### config.mk
export PLATFORM = sky130hd
export DESIGN_NAME = cartoon_stylizer
export DESIGN_NICKNAME = d
export VERILOG_FILES = /design/src/rtl/cartoon_stylizer.sv
export SDC_FILE = /design/constraint.sdc
export NUM_CORES = 1
export LEC_CHECK = 0
export CAP_MARGIN = 20
export CORE_UTILIZATION = 45
export CTS_CLUSTER_SIZE = 30
export DETAILED_ROUTE_END_ITERATION = 12
export DONT_BUFFER_PORTS = 1
export PLACE_DENSITY = 0.64
export SYNTH_ARGS = -nofsm -noshare
export SYNTH_HDL_FRONTEND = slang
export SYNTH_SLANG_ARGS = --single-unit
### constraint.sdc
create_clock -name clk -period 2.58 [get_ports clk]
set_input_delay 0.774 -clock clk [delete_from_list [all_inputs] [get_ports clk]]
set_output_delay 0.774 -clock clk [all_outputs]
set_load 0.005 [all_outputs]
### src/rtl/cartoon_stylizer.sv
// Two-stage cartoon-effect pixel stage: frame-latched config, edge thickening along
// each line, posterize and output-mode mux, with a latency-matched side channel.
module cartoon_stylizer #(
  parameter int              DW         = 8,
  parameter int              EW         = 8,
  parameter int              PW         = 24,
  parameter int              QBITS      = 3,
  parameter int              THICK      = 2,
  parameter logic [3*DW-1:0] EDGE_COLOR = '0
) (
  input  logic            clk,
  input  logic            rst,
  input  logic            in_valid,
  input  logic            in_sof,
  input  logic            in_sol,
  input  logic [DW-1:0]   r,
  input  logic [DW-1:0]   g,
  input  logic [DW-1:0]   b,
  input  logic [3*DW-1:0] blur,
  input  logic [EW-1:0]   edge_mag,
  input  logic            en,
  input  logic [1:0]      mode,
  input  logic [EW-1:0]   threshold,
  input  logic [PW-1:0]   pass_in,
  output logic            out_valid,
  output logic            out_sof,
  output logic            out_sol,
  output logic [DW-1:0]   outR,
  output logic [DW-1:0]   outG,
  output logic [DW-1:0]   outB,
  output logic [PW-1:0]   pass_thru
);

  localparam int CW = 3 * DW;

  // Replicate the retained MSBs downward so full-scale stays full-scale.
  function automatic logic [DW-1:0] posterize(input logic [DW-1:0] x);
    logic [DW-1:0] y;
    y = '0;
    for (int i = 0; i < DW; i++) begin
      y[DW-1-i] = x[DW-1-(i % QBITS)];
    end
    return y;
  endfunction

  logic          cfg_en_reg, cfg_en_next;
  logic [1:0]    cfg_mode_reg, cfg_mode_next;
  logic [EW-1:0] cfg_thr_reg, cfg_thr_next;
  logic [3:0]    run_cnt_reg, run_cnt_next;
  logic [3:0]    run_eff;
  logic          edge_hit, edge_eff;

  // The sof pixel itself already uses the freshly latched configuration.
  always_comb begin
    cfg_en_next   = cfg_en_reg;
    cfg_mode_next = cfg_mode_reg;
    cfg_thr_next  = cfg_thr_reg;
    if (in_valid && in_sof) begin
      cfg_en_next   = en;
      cfg_mode_next = mode;
      cfg_thr_next  = threshold;
    end
  end

  always_comb begin
    run_eff      = (in_sof || in_sol) ? 4'd0 : run_cnt_reg;
    edge_hit     = edge_mag > cfg_thr_next;
    edge_eff     = edge_hit || (run_eff != 4'd0);
    run_cnt_next = run_cnt_reg;
    if (in_valid) begin
      if (edge_hit)
        run_cnt_next = 4'(THICK);
      else if (run_eff != 4'd0)
        run_cnt_next = run_eff - 4'd1;
      else
        run_cnt_next = 4'd0;
    end
  end

  always_ff @(posedge clk) begin
    if (rst) begin
      cfg_en_reg   <= 1'b0;
      cfg_mode_reg <= 2'd0;
      cfg_thr_reg  <= '0;
      run_cnt_reg  <= 4'd0;
    end else begin
      cfg_en_reg   <= cfg_en_next;
      cfg_mode_reg <= cfg_mode_next;
      cfg_thr_reg  <= cfg_thr_next;
      run_cnt_reg  <= run_cnt_next;
    end
  end

  logic          s1_valid, s1_sof, s1_sol, s1_en, s1_edge;
  logic [1:0]    s1_mode;
  logic [CW-1:0] s1_rgb, s1_blur;
  logic [PW-1:0] s1_pass;

  always_ff @(posedge clk) begin
    if (rst) begin
      s1_valid <= 1'b0;
      s1_sof   <= 1'b0;
      s1_sol   <= 1'b0;
      s1_en    <= 1'b0;
      s1_edge  <= 1'b0;
      s1_mode  <= 2'd0;
      s1_rgb   <= '0;
      s1_blur  <= '0;
      s1_pass  <= '0;
    end else begin
      s1_valid <= in_valid;
      s1_sof   <= in_valid && in_sof;
      s1_sol   <= in_valid && in_sol;
      s1_en    <= cfg_en_next;
      s1_edge  <= edge_eff;
      s1_mode  <= cfg_mode_next;
      s1_rgb   <= {r, g, b};
      s1_blur  <= blur;
      s1_pass  <= pass_in;
    end
  end

  logic [CW-1:0] blur_post, rgb_post, result;

  for (genvar gi = 0; gi < 3; gi++) begin : g_post
    assign blur_post[gi*DW +: DW] = posterize(s1_blur[gi*DW +: DW]);
    assign rgb_post[gi*DW +: DW]  = posterize(s1_rgb[gi*DW +: DW]);
  end

  always_comb begin
    result = s1_rgb;
    if (s1_en) begin
      case (s1_mode)
        2'd0:    result = s1_edge ? EDGE_COLOR : s1_blur;
        2'd1:    result = s1_edge ? EDGE_COLOR : blur_post;
        2'd2:    result = s1_edge ? EDGE_COLOR : {CW{1'b1}};
        default: result = rgb_post;
      endcase
    end
  end

  always_ff @(posedge clk) begin
    if (rst) begin
      out_valid <= 1'b0;
      out_sof   <= 1'b0;
      out_sol   <= 1'b0;
      outR      <= '0;
      outG      <= '0;
      outB      <= '0;
      pass_thru <= '0;
    end else begin
      out_valid <= s1_valid;
      out_sof   <= s1_sof;
      out_sol   <= s1_sol;
      {outR, outG, outB} <= result;
      pass_thru <= s1_pass;
    end
  end

endmodule

==> run summary <==
synthesized-area fraction occupied by and/or/nand/nor cells: 22.9%
DRT Pass-1 Iters: 7
Inserted Clock Buffers: 17
Worst-Margin Slew: 0.677 ns
Via Count: 3038
Skew-Pair Late Insertion Delay: 0.52 ns
crit path DAT: 2.53 ns
min Tclk post-route: 2.10 ns
number of setup violations in the final report: 0
# fillers: 941
commonest cells after routing, fill and taps aside: dfxtp_1 (142), nor2b_1 (102), nor2_1 (38)
Synth async-reset ratio: 0%
Post-Synthesis Cells: 458
post-DR wirelength/cell: 15.1 um
core box area: 0.0103 mm2
critical path fanouts, max: 9
DIE HEIGHT: 105 um
GRT Residual Overflow: 0
sequential fraction of the synthesis area: 59.7%
Post-synth EDFFs: 0
largest family of logic cells by synthesized area: simple AND/OR/NAND/NOR gates
Final HPWL DP: 6070 um
post-synthesis compound-gate area fraction: 9.75%
GR Util All Layers: 17.7%
Rel. slew slack: 54.7%
Area growth syn-to-layout: 13.4%
H-tree Lvls: 4
Avg Inst Size Synth: 10.4 um2
Design Power: 4.79 mW
R2R Path Start: s1_edge$_SDFF_PP0_
Hold Crit Class: in2reg
# port buffers: 0
Final Max Tran Viols: 0
# nets final: 557
WP data required: 3.01 ns
Setup TNS: 0 ns
number of global-route vias before repair: 2945
P_leak: 2.09 nW
Clock Skews: 0.00558 ns
pin count of the biggest net entering global routing: 141
Startpoint Class: input port
IO Pins: 147
Worst setup EP type: register
layout cell share with drive strength beyond 1: 9.66%
clock tree from TritonCTS: yes
Setup crit start: in_sof
proportion of synthesized area in mux cells: 2.42%
final wirelength: 9120 um
cts repair resizes: 0
GPL Wtd Cong: 0.795
final hold violation count: 0
Synth Area in Adders: 2.10%
Max Cap Viol: 0
Max clock buf depth: 2
CTS hold repair buffers: 0
Yosys cell types: 35
initial core utilization: 46.3%
Sinks on Clock Net: 142
commonest non-fill, non-tap cell in the layout: dfxtp_1
Ys Warns: 0
part of the cycle the worst path needs: 81.2%
post-route ant nets: 0
Synth Area in XOR/XNOR: 0%
maximum vdd drop: 0.537 mV
Setup Buffers After CTS: 0
first-pass GRT wire length: 14500 um
Via density: 5.03
maximum clock rate: 477 MHz
CTS clk-pin slew, worst paths: 0.06 ns
post-synthesis cell area: 0.00476 mm2
PD cells: 886 mW/mm2
row count: 37
RSZ-0062 raised after global routing: no
root buffer cell: clkbuf_8
area of the die: 0.0110 mm2
Chip Width: 105 um
Post-Syn Nets: 562
hold_sp: rst
drc violations: 0
initial antenna violation count: 2
Post-synth top flop: dfxtp_1
outcome: complete, no violations
first-iteration detailed-routing DRC count: 162
register bit count reported by yosys: 142
Crit Path Class: in2reg
synth_stat cells, types with 2 or more instances:
master,n,area [um2]
a211oi_1,12,90.1
a211oi_2,2,25.0
a21o_1,3,22.5
a21oi_1,8,40.0
a311oi_1,7,61.3
and2_1,11,68.8
buf_1,3,11.3
buf_2,6,30.0
clkbuf_1,18,67.6
dfxtp_1,142,2840
ha_1,8,100
inv_1,9,33.8
mux2_2,4,45.0
mux2i_1,7,70.1
nand2_1,26,97.6
nand3_1,3,15.0
nand4_1,4,25.0
nor2_1,38,143
nor2b_1,102,638
nor3_1,8,40.0
nor3b_1,2,15.0
o21a_1,2,15.0
o21ai_0,10,50.1
o311a_1,12,120
metal layers:
layer	GRT usage (%)	vias to the layer above	routed length (um)
met2	27.1	107	4150
met1	20.0	1395	4010
met5	0	-	0
met4	9.76	0	282
met3	8.98	21	675
li1	-	1515	-
power breakdown:
group	total [mW]	leakage (nW)	switching, mW	internal, mW
clock network	2.19	0.254	0.941	1.25
registers	2.36	1.18	0.0552	2.31
logic	0.235	0.662	0.123	0.112
total	4.79	2.09	1.12	3.67
critical path, cell delays in order:
cell and delay, ns:
nand2_1 0.33, mux2i_1 0.30, ha_1 0.29, and4_1 0.21, a21oi_1 0.23, nand4_1 0.12
a311oi_1 0.26
kinds of logic after synthesis:
family                     count (synthesis)
AOI/OAI and AO/OA                         61
adders and majority gates                  8
buffers and inverters                     37
DFF                                      142
muxes                                     11
and+or+nand+nor                          199
stage by stage:
stage          hold slack, ns  std cells  cell area (um2)  utilization, %  setup slack (ns)
2_1_floorplan           0.414        458             4760               -             0.199
3_3_place_gp            0.416        570             4840            47.1            0.0457
3_5_place_dp            0.422        570             4840            47.1           -0.0358
4_1_cts                 0.286        602             5390            52.5             0.518
5_1_grt                 0.285        604             5400            52.5             0.353
6_report                0.325        604             5400            52.5             0.484
area by class of cell:
type / count / area (um2) / share of cell area, %
sequential: 142 / 2840 / 52.7
multi-input combinational: 279 / 1770 / 32.7
tap: 136 / 170 / 3.15
inverter: 9 / 33.8 / 0.626
clock buffer: 19 / 442 / 8.18
antenna: 2 / 5.00 / 0.0927
clock inverter: 13 / 108 / 1.99
timing repair buffer: 4 / 30.0 / 0.556
worst paths after layout:
path	cells past startpoint	slack [ns]	end
max	7	0.48	run_cnt_reg[3]$_SDFFE_PP0P_
min	1	0.32	out_sol$_SDFF_PP0_
max reg2reg	4	0.64	outB[0]$_SDFF_PP0_
min reg2reg	1	0.43	pass_thru[7]$_SDFF_PP0_
No activity file was read; power rests on OpenSTA's default activity.
